`config.mk`:
```
export PLATFORM = sky130hd
export DESIGN_NAME = ntp_recv_parse
export DESIGN_NICKNAME = d
export VERILOG_FILES = /design/src/rtl/ntp_pkg.sv /design/src/rtl/ntp_field_shift.sv /design/src/rtl/ntp_recv_parse.sv
export SDC_FILE = /design/constraint.sdc
export NUM_CORES = 1
export LEC_CHECK = 0
export CAP_MARGIN = 20
export CORE_MARGIN = 2
export CORE_UTILIZATION = 38
export DETAILED_ROUTE_END_ITERATION = 6
export GPL_TIMING_DRIVEN = 0
export PLACE_DENSITY = 0.61
export SETUP_SLACK_MARGIN = 0.15
export SLEW_MARGIN = 0
export SYNTH_ARGS = -nofsm -noshare
export SYNTH_HDL_FRONTEND = slang
export SYNTH_SLANG_ARGS = --single-unit
export TNS_END_PERCENT = 30
```
`constraint.sdc`:
```
create_clock -name i_clk -period 3.65 [get_ports i_clk]
set_clock_uncertainty 0.15 [all_clocks]
set_input_delay 1.095 -clock i_clk [delete_from_list [all_inputs] [get_ports i_clk]]
set_output_delay 1.095 -clock i_clk [all_outputs]
set_load 0.005 [all_outputs]
```
`src/rtl/ntp_pkg.sv`:
```
// rtl/ntp_pkg.sv - NTP packet layout, mode and error-code constants shared by the request builder and reply parser
package ntp_pkg;

  localparam int NTP_OFS_DELAY  = 4;
  localparam int NTP_OFS_DISPER = 8;
  localparam int NTP_OFS_REF    = 16;
  localparam int NTP_OFS_ORIG   = 24;
  localparam int NTP_OFS_RECV   = 32;
  localparam int NTP_OFS_XMIT   = 40;
  localparam int NTP_PKT_LEN    = 48;

  localparam logic [2:0] NTP_MODE_SERVER = 3'd4;

  localparam logic [2:0] ERR_NONE    = 3'd0;
  localparam logic [2:0] ERR_LEN     = 3'd1;
  localparam logic [2:0] ERR_MODE    = 3'd2;
  localparam logic [2:0] ERR_VERSION = 3'd3;
  localparam logic [2:0] ERR_STRATUM = 3'd4;
  localparam logic [2:0] ERR_ORIGIN  = 3'd5;
  localparam logic [2:0] ERR_RESYNC  = 3'd6;

  typedef enum logic [2:0] {
    ST_IDLE,
    ST_RECV,
    ST_CHECK,
    ST_COMMIT,
    ST_ERR
  } state_t;

  function automatic logic in_field(input logic [10:0] idx, input int ofs, input int n);
    return (int'(idx) >= ofs) && (int'(idx) < ofs + n);
  endfunction

endpackage

```
`src/rtl/ntp_field_shift.sv`:
```
// rtl/ntp_field_shift.sv - byte-wide shift register that assembles a big-endian field
module ntp_field_shift #(
  parameter int W = 64
) (
  input  logic         i_clk,
  input  logic         i_rst_n,
  input  logic         i_en,
  input  logic [7:0]   i_byte,
  output logic [W-1:0] o_q
);

  always_ff @(posedge i_clk or negedge i_rst_n) begin
    if (!i_rst_n) begin
      o_q <= '0;
    end else if (i_en) begin
      o_q <= {o_q[W-9:0], i_byte};
    end
  end

endmodule

```
`src/rtl/ntp_recv_parse.sv`:
```
// rtl/ntp_recv_parse.sv - parses a received NTP reply byte stream, validates it and commits its fields
module ntp_recv_parse
  import ntp_pkg::*;
#(
  parameter int P_MIN_LEN      = 48,
  parameter bit P_CHECK_ORIGIN = 1'b1
) (
  input  logic        i_clk,
  input  logic        i_rst_n,
  input  logic        i_rx_valid,
  input  logic        i_rx_sof,
  input  logic        i_rx_eof,
  input  logic [7:0]  i_rx_data,
  input  logic [63:0] i_ntp_local,
  input  logic [63:0] i_ntp_client_send,
  output logic        o_busy,
  output logic        o_ntp_valid,
  output logic        o_ntp_err,
  output logic [2:0]  o_err_code,
  output logic [1:0]  o_leap,
  output logic [2:0]  o_version,
  output logic [2:0]  o_mode,
  output logic [7:0]  o_stratum,
  output logic [31:0] o_root_delay,
  output logic [31:0] o_root_disper,
  output logic [63:0] o_ref_ts,
  output logic [63:0] o_orig_ts,
  output logic [63:0] o_recv_ts,
  output logic [63:0] o_xmit_ts,
  output logic [63:0] o_dst_ts
);

  state_t      state;
  logic [10:0] cnt;
  logic [2:0]  err_q;
  logic [7:0]  sh_b0, sh_stratum;
  logic        sh_short;
  logic [63:0] sh_dst;
  logic [31:0] sh_delay, sh_disper;
  logic [63:0] sh_ref, sh_orig, sh_recv, sh_xmit;
  logic        sof_ok, accept;
  logic [10:0] idx;
  logic [11:0] len;
  logic [2:0]  chk_code;
  state_t      nxt;

  // A sof is honoured everywhere except CHECK; in RECV it aborts the packet in flight.
  always_comb begin
    sof_ok = i_rx_valid && i_rx_sof && (state inside {ST_IDLE, ST_RECV, ST_COMMIT, ST_ERR});
    accept = sof_ok || (i_rx_valid && state == ST_RECV);
    if (i_rx_sof)           idx = '0;
    else if (cnt == 11'h7FF) idx = cnt;
    else                     idx = cnt + 11'd1;
    len = {1'b0, idx} + 12'd1;
    nxt = i_rx_eof ? ST_CHECK : ST_RECV;
  end

  ntp_field_shift #(.W(32)) u_delay (
    .i_clk(i_clk), .i_rst_n(i_rst_n), .i_byte(i_rx_data), .o_q(sh_delay),
    .i_en(accept && in_field(idx, NTP_OFS_DELAY, 4)));
  ntp_field_shift #(.W(32)) u_disper (
    .i_clk(i_clk), .i_rst_n(i_rst_n), .i_byte(i_rx_data), .o_q(sh_disper),
    .i_en(accept && in_field(idx, NTP_OFS_DISPER, 4)));
  ntp_field_shift #(.W(64)) u_ref (
    .i_clk(i_clk), .i_rst_n(i_rst_n), .i_byte(i_rx_data), .o_q(sh_ref),
    .i_en(accept && in_field(idx, NTP_OFS_REF, 8)));
  ntp_field_shift #(.W(64)) u_orig (
    .i_clk(i_clk), .i_rst_n(i_rst_n), .i_byte(i_rx_data), .o_q(sh_orig),
    .i_en(accept && in_field(idx, NTP_OFS_ORIG, 8)));
  ntp_field_shift #(.W(64)) u_recv (
    .i_clk(i_clk), .i_rst_n(i_rst_n), .i_byte(i_rx_data), .o_q(sh_recv),
    .i_en(accept && in_field(idx, NTP_OFS_RECV, 8)));
  ntp_field_shift #(.W(64)) u_xmit (
    .i_clk(i_clk), .i_rst_n(i_rst_n), .i_byte(i_rx_data), .o_q(sh_xmit),
    .i_en(accept && in_field(idx, NTP_OFS_XMIT, 8)));

  // Rules are ordered; the first failing one names the rejection.
  always_comb begin
    chk_code = ERR_NONE;
    if (sh_short)                                           chk_code = ERR_LEN;
    else if (sh_b0[2:0] != NTP_MODE_SERVER)                 chk_code = ERR_MODE;
    else if (sh_b0[5:3] != 3'd3 && sh_b0[5:3] != 3'd4)      chk_code = ERR_VERSION;
    else if (sh_stratum == 8'd0 || sh_stratum > 8'd15)      chk_code = ERR_STRATUM;
    else if (P_CHECK_ORIGIN && sh_orig != i_ntp_client_send) chk_code = ERR_ORIGIN;
  end

  always_ff @(posedge i_clk or negedge i_rst_n) begin
    if (!i_rst_n) begin
      state         <= ST_IDLE;
      cnt           <= '0;
      err_q         <= ERR_NONE;
      sh_b0         <= '0;
      sh_stratum    <= '0;
      sh_short      <= 1'b0;
      sh_dst        <= '0;
      o_busy        <= 1'b0;
      o_ntp_valid   <= 1'b0;
      o_ntp_err     <= 1'b0;
      o_err_code    <= ERR_NONE;
      o_leap        <= '0;
      o_version     <= '0;
      o_mode        <= '0;
      o_stratum     <= '0;
      o_root_delay  <= '0;
      o_root_disper <= '0;
      o_ref_ts      <= '0;
      o_orig_ts     <= '0;
      o_recv_ts     <= '0;
      o_xmit_ts     <= '0;
      o_dst_ts      <= '0;
    end else begin
      o_ntp_valid <= 1'b0;
      o_ntp_err   <= 1'b0;
      if (accept) begin
        cnt <= idx;
        if (idx == 11'd0) sh_b0 <= i_rx_data;
        if (idx == 11'd1) sh_stratum <= i_rx_data;
        if (i_rx_sof) sh_dst <= i_ntp_local;
        if (i_rx_eof) sh_short <= (int'(len) < P_MIN_LEN);
      end
      case (state)
        ST_IDLE: begin
          o_busy <= sof_ok;
          if (sof_ok) state <= nxt;
        end
        ST_RECV: begin
          o_busy <= 1'b1;
          if (sof_ok) begin
            o_ntp_err  <= 1'b1;
            o_err_code <= ERR_RESYNC;
          end
          if (i_rx_valid && i_rx_eof) state <= ST_CHECK;
        end
        ST_CHECK: begin
          o_busy <= 1'b1;
          err_q  <= chk_code;
          state  <= (chk_code == ERR_NONE) ? ST_COMMIT : ST_ERR;
        end
        ST_COMMIT: begin
          o_busy        <= 1'b1;
          o_ntp_valid   <= 1'b1;
          o_leap        <= sh_b0[7:6];
          o_version     <= sh_b0[5:3];
          o_mode        <= sh_b0[2:0];
          o_stratum     <= sh_stratum;
          o_root_delay  <= sh_delay;
          o_root_disper <= sh_disper;
          o_ref_ts      <= sh_ref;
          o_orig_ts     <= sh_orig;
          o_recv_ts     <= sh_recv;
          o_xmit_ts     <= sh_xmit;
          o_dst_ts      <= sh_dst;
          state         <= sof_ok ? nxt : ST_IDLE;
        end
        ST_ERR: begin
          o_busy     <= 1'b1;
          o_ntp_err  <= 1'b1;
          o_err_code <= err_q;
          state      <= sof_ok ? nxt : ST_IDLE;
        end
        default: begin
          o_busy <= 1'b0;
          state  <= ST_IDLE;
        end
      endcase
    end
  end

endmodule

```
==> metrics.md <==
| Metric | Value |
|---|---|
| Outcome | `finished clean` |
| CTS Buffer Depth | `3` |
| Site Rows | `106` |
| Antenna Violating Nets Remaining | `0` |
| Synth Instances | `approximately 3000` |
| Net Count, Synth | `3094` |
| Number of I/O pins | `approximately 550` |
| Worst slew pin tran | `approximately 1.1 ns` |
| Synthesized area per cell | `roughly 11 sq um` |
| Filler cells | `approximately 7600` |
| Commonest cells post-synth | `nand2_1, dfrtp_1, mux2_2` |
| Reg clk slew, reported paths | `0.06 ns` |
| Grt total ovfl | `0` |
| Core area | `83560 sq um` |
| Initial Util | `0.3835` |
| CTS buffer count | `89` |
| Post-Layout Cell Count | `4758` |
| Biggest area consumer among synthesized cells | `dfrtp_1` |
| Die X | `294.4 um` |
| Critical Path, Cell by Cell | `clkdlybuf4s50_1 -> nand2b_1 -> a22oi_1 -> a311o_1 -> buf_2 -> nand4bb_4 -> nor2_4 -> buf_2 -> mux2_2` |
| H-tree depth | `3` |
| Psw | `0.005644 W` |
| Slew HR | `0.2410` |
| Synth top area share | `0.6434` |
| VDD IR max | `0.0004247 V` |
| Number of synthesized register bits | `824` |
| Critical path class | `input pin to flip-flop` |
| Layout area overhead | `31.70%` |
| Most frequent CP cell | `buf_2` |
| DIE AREA | `86670 sq um` |
| DP HPWL | `66100 um` |
| Slowest CP cell | `clkdlybuf4s50_1` |
| Synth Warn # | `0` |
| Place WS | `-0.8611 ns` |
| Arr. time, crit path | `~3.7 ns` |
| Chip Height | `between 200 and 300 um` |
| Vias | `roughly 23000` |
| Final Cycle Share | `0.9273` |
| Root Buffer | `clkbuf_16` |
| Cell with the most instances after synthesis | `nand2_1` |
| # clock sinks | `824` |
| CP endpoint kind | `flip-flop` |
| Final Wtd Congestion | `0.8557` |
| Unrepaired setup endpoints after global routing | `yes` |
| R2R depth | `7` |
| Final hold vios | `0` |
| Fin area | `42200 sq um` |
| Layout cell share with drive strength beyond 1 | `0.1383` |
| Flop pwr share | `0.470` |
| CTS Hold Buffers Added | `0` |
| Final setup viols | `0` |
| DP Area | `39100 sq um` |
| Mapped cell area | `~32000 sq um` |
| Clk_lat worst skew | `0.64 ns` |
| Drt first pass iters | `5` |
| Max incr delay on CP | `between 0.6 and 0.7 ns` |
| P_leak | `21.33 nW` |
| Post-synth EDFFs | `0` |
| Capture point of the worst reg-to-reg path | `sh_b0[5]` |
| Worst min path class | `flip-flop to flip-flop` |
| Inst Count DP | `4588` |
| CP Launch Type | `input pin` |
| Final setup TNS | `0 ns` |
| CP required | `4.01 ns` |
| MaxCap Viol Count | `0` |
| Top_reg_cell synth | `dfrtp_1` |
| Tmin final | `roughly 3.4 ns` |
| Critical path origin | `i_rx_sof` |
| Synth area leaders | `dfrtp_1, nand2_1, mux2_2, xnor2_1, mux2_1` |
| Gate power share | `0.124` |
| Fin nets | `3747` |
| Antenna violations before repair | `9` |
| Max Fclk | `0.2955 GHz` |
| Sw Share | `0.2560` |
| First-pass GRT wire length | `141700 um` |
| R2R Path Start | `cnt[0]` |
| R2r setup slk | `0.28 ns` |
| Port buffer count | `546` |
| DRT Wirelength | `92890 um` |
| Internal | `0.01641 W` |
| Via-per-instance ratio | `4.783` |
| Critical path endpoint | `u_xmit.o_q[34]` |
| Post-synth cell types | `59` |
| Post-synthesis sequential area ratio | `0.6434` |
| Setup ws final | `0.2655 ns` |
| Max FO, Critical Path | `10` |
| Synth async-reset ratio | `1.000` |
| PwrDens | `522.5 nW/um^2` |
| Gr usage total | `0.2147` |
| Final Slew Violations | `0` |
| Iter 0 DRT Violations | `about 1300` |
| CTS tree | `built` |
| Vias in the first global route | `23210` |
| Detailed-route DRC error count | `0` |
| Wire length per cell | `19.52 um` |
| Clk network pwr share | `0.405` |
| Largest net degree at the start of global routing | `approximately 120` |
## worst max-delay path, delay by kind of cell
kind / cells / cell delay [ns]
buffers and inverters: 3 / 1.16
muxes: 1 / 0.37
and+or+nand+nor: 3 / 0.70
AOI/OAI and AO/OA: 2 / 0.39
## worst min-delay path by stage
stage	from	to	slack (ns)	depth (start not counted)
6_report	sh_dst[46]	o_dst_ts[46]	0.30	2
5_1_grt	sh_dst[23]	o_dst_ts[23]	0.33	2
4_1_cts	u_delay.o_q[27]	o_root_delay[27]	0.31	2
3_5_place_dp	u_xmit.o_q[57]	o_xmit_ts[57]	0.30	2
3_3_place_gp	u_xmit.o_q[56]	o_xmit_ts[56]	0.29	2
2_1_floorplan	sh_b0[6]	o_leap[0]	0.28	2
## routing by layer
layer,global-route usage,up-vias,part of all wire
met5,0,-,0.00033
li1,-,10776,-
met1,0.2860,11281,0.44
met4,0.08375,4,0.037
met2,0.3443,534,0.47
met3,0.04419,162,0.053
## metrics by stage
step / total power (W) / hold slack, ns / util
final: 0.02205 / 0.3043 / 0.5051
after global routing: 0.02304 / 0.3278 / 0.5051
after CTS: 0.02237 / 0.3069 / 0.5030
after detailed placement: 0.01330 / 0.2969 / 0.4679
after global placement: 0.01329 / 0.2928 / 0.4651
after floorplan: 0.01149 / 0.2848 / -
## layout make-up
class	instances	area [sq um]	share of cell area
clock inverter	30	329.1	0.007797
timing repair buffer	562	5771	0.1367
multi-input combinational	1973	10840	0.2569
antenna	6	15.01	0.0003558
sequential	824	20620	0.4886
tap	1080	1351	0.03202
clock buffer	128	2565	0.06077
buffer	150	691.9	0.01639
inverter	5	20.02	0.0004743
## registers in the layout (all words and copies together), names as in the netlist, 2 cells and up
signal / cells
o_mode: 3
o_dst_ts: 64
sh_dst: 64
sh_stratum: 8
o_version: 3
o_stratum: 8
u_recv.o_q: 64
o_xmit_ts: 64
o_leap: 2
o_err_code: 3
o_root_delay: 32
u_disper.o_q: 32
u_delay.o_q: 32
o_recv_ts: 64
u_xmit.o_q: 64
u_ref.o_q: 64
o_orig_ts: 64
state: 3
u_orig.o_q: 64
err_q: 3
sh_b0: 8
o_root_disper: 32
cnt: 11
o_ref_ts: 64
## power groups by stage
stage          Clock, W  Sequential, W  Combinational, W
6_report        0.00894         0.0104           0.00274
5_1_grt         0.00954         0.0105           0.00303
4_1_cts         0.00920         0.0104           0.00279
3_5_place_dp          0         0.0105           0.00277
3_3_place_gp          0         0.0106           0.00272
2_1_floorplan         0         0.0105           0.00103
## cells in the final DEF, fill, tap and decap left out, drive strengths merged, types with 5 or more instances in the layout
cell,n
mux2,336
a21oi,15
mux2i,5
buf,52
nor4,8
xnor2,65
nor2,21
nand3,6
dfrtp,824
inv,8
clkbuf,242
or3,5
o21ai,14
clkdlybuf4s50,545
diode,6
and3,7
clkinv,20
nand4,22
nand2,1411
## cells by family after synthesis
| kind of cell | count (synthesis) | synth area share |
|---|---|---|
| and+or+nand+nor | 1504 | 0.1839 |
| DFF | 824 | 0.6434 |
| muxes | 341 | 0.1196 |
| buffers and inverters | 155 | 0.02112 |
| xor gates and xnor gates | 65 | 0.01777 |
| AOI/OAI and AO/OA | 62 | 0.01378 |
| adders and majority gates | 1 | 0.0003904 |
## repair_timing
action	in CTS	in global routing
pin swaps	1	5
resized for setup	3	30
setup buffers	2	4
setup endpoints to repair	294	353
Note: power is estimated with default switching activity, not from simulation.
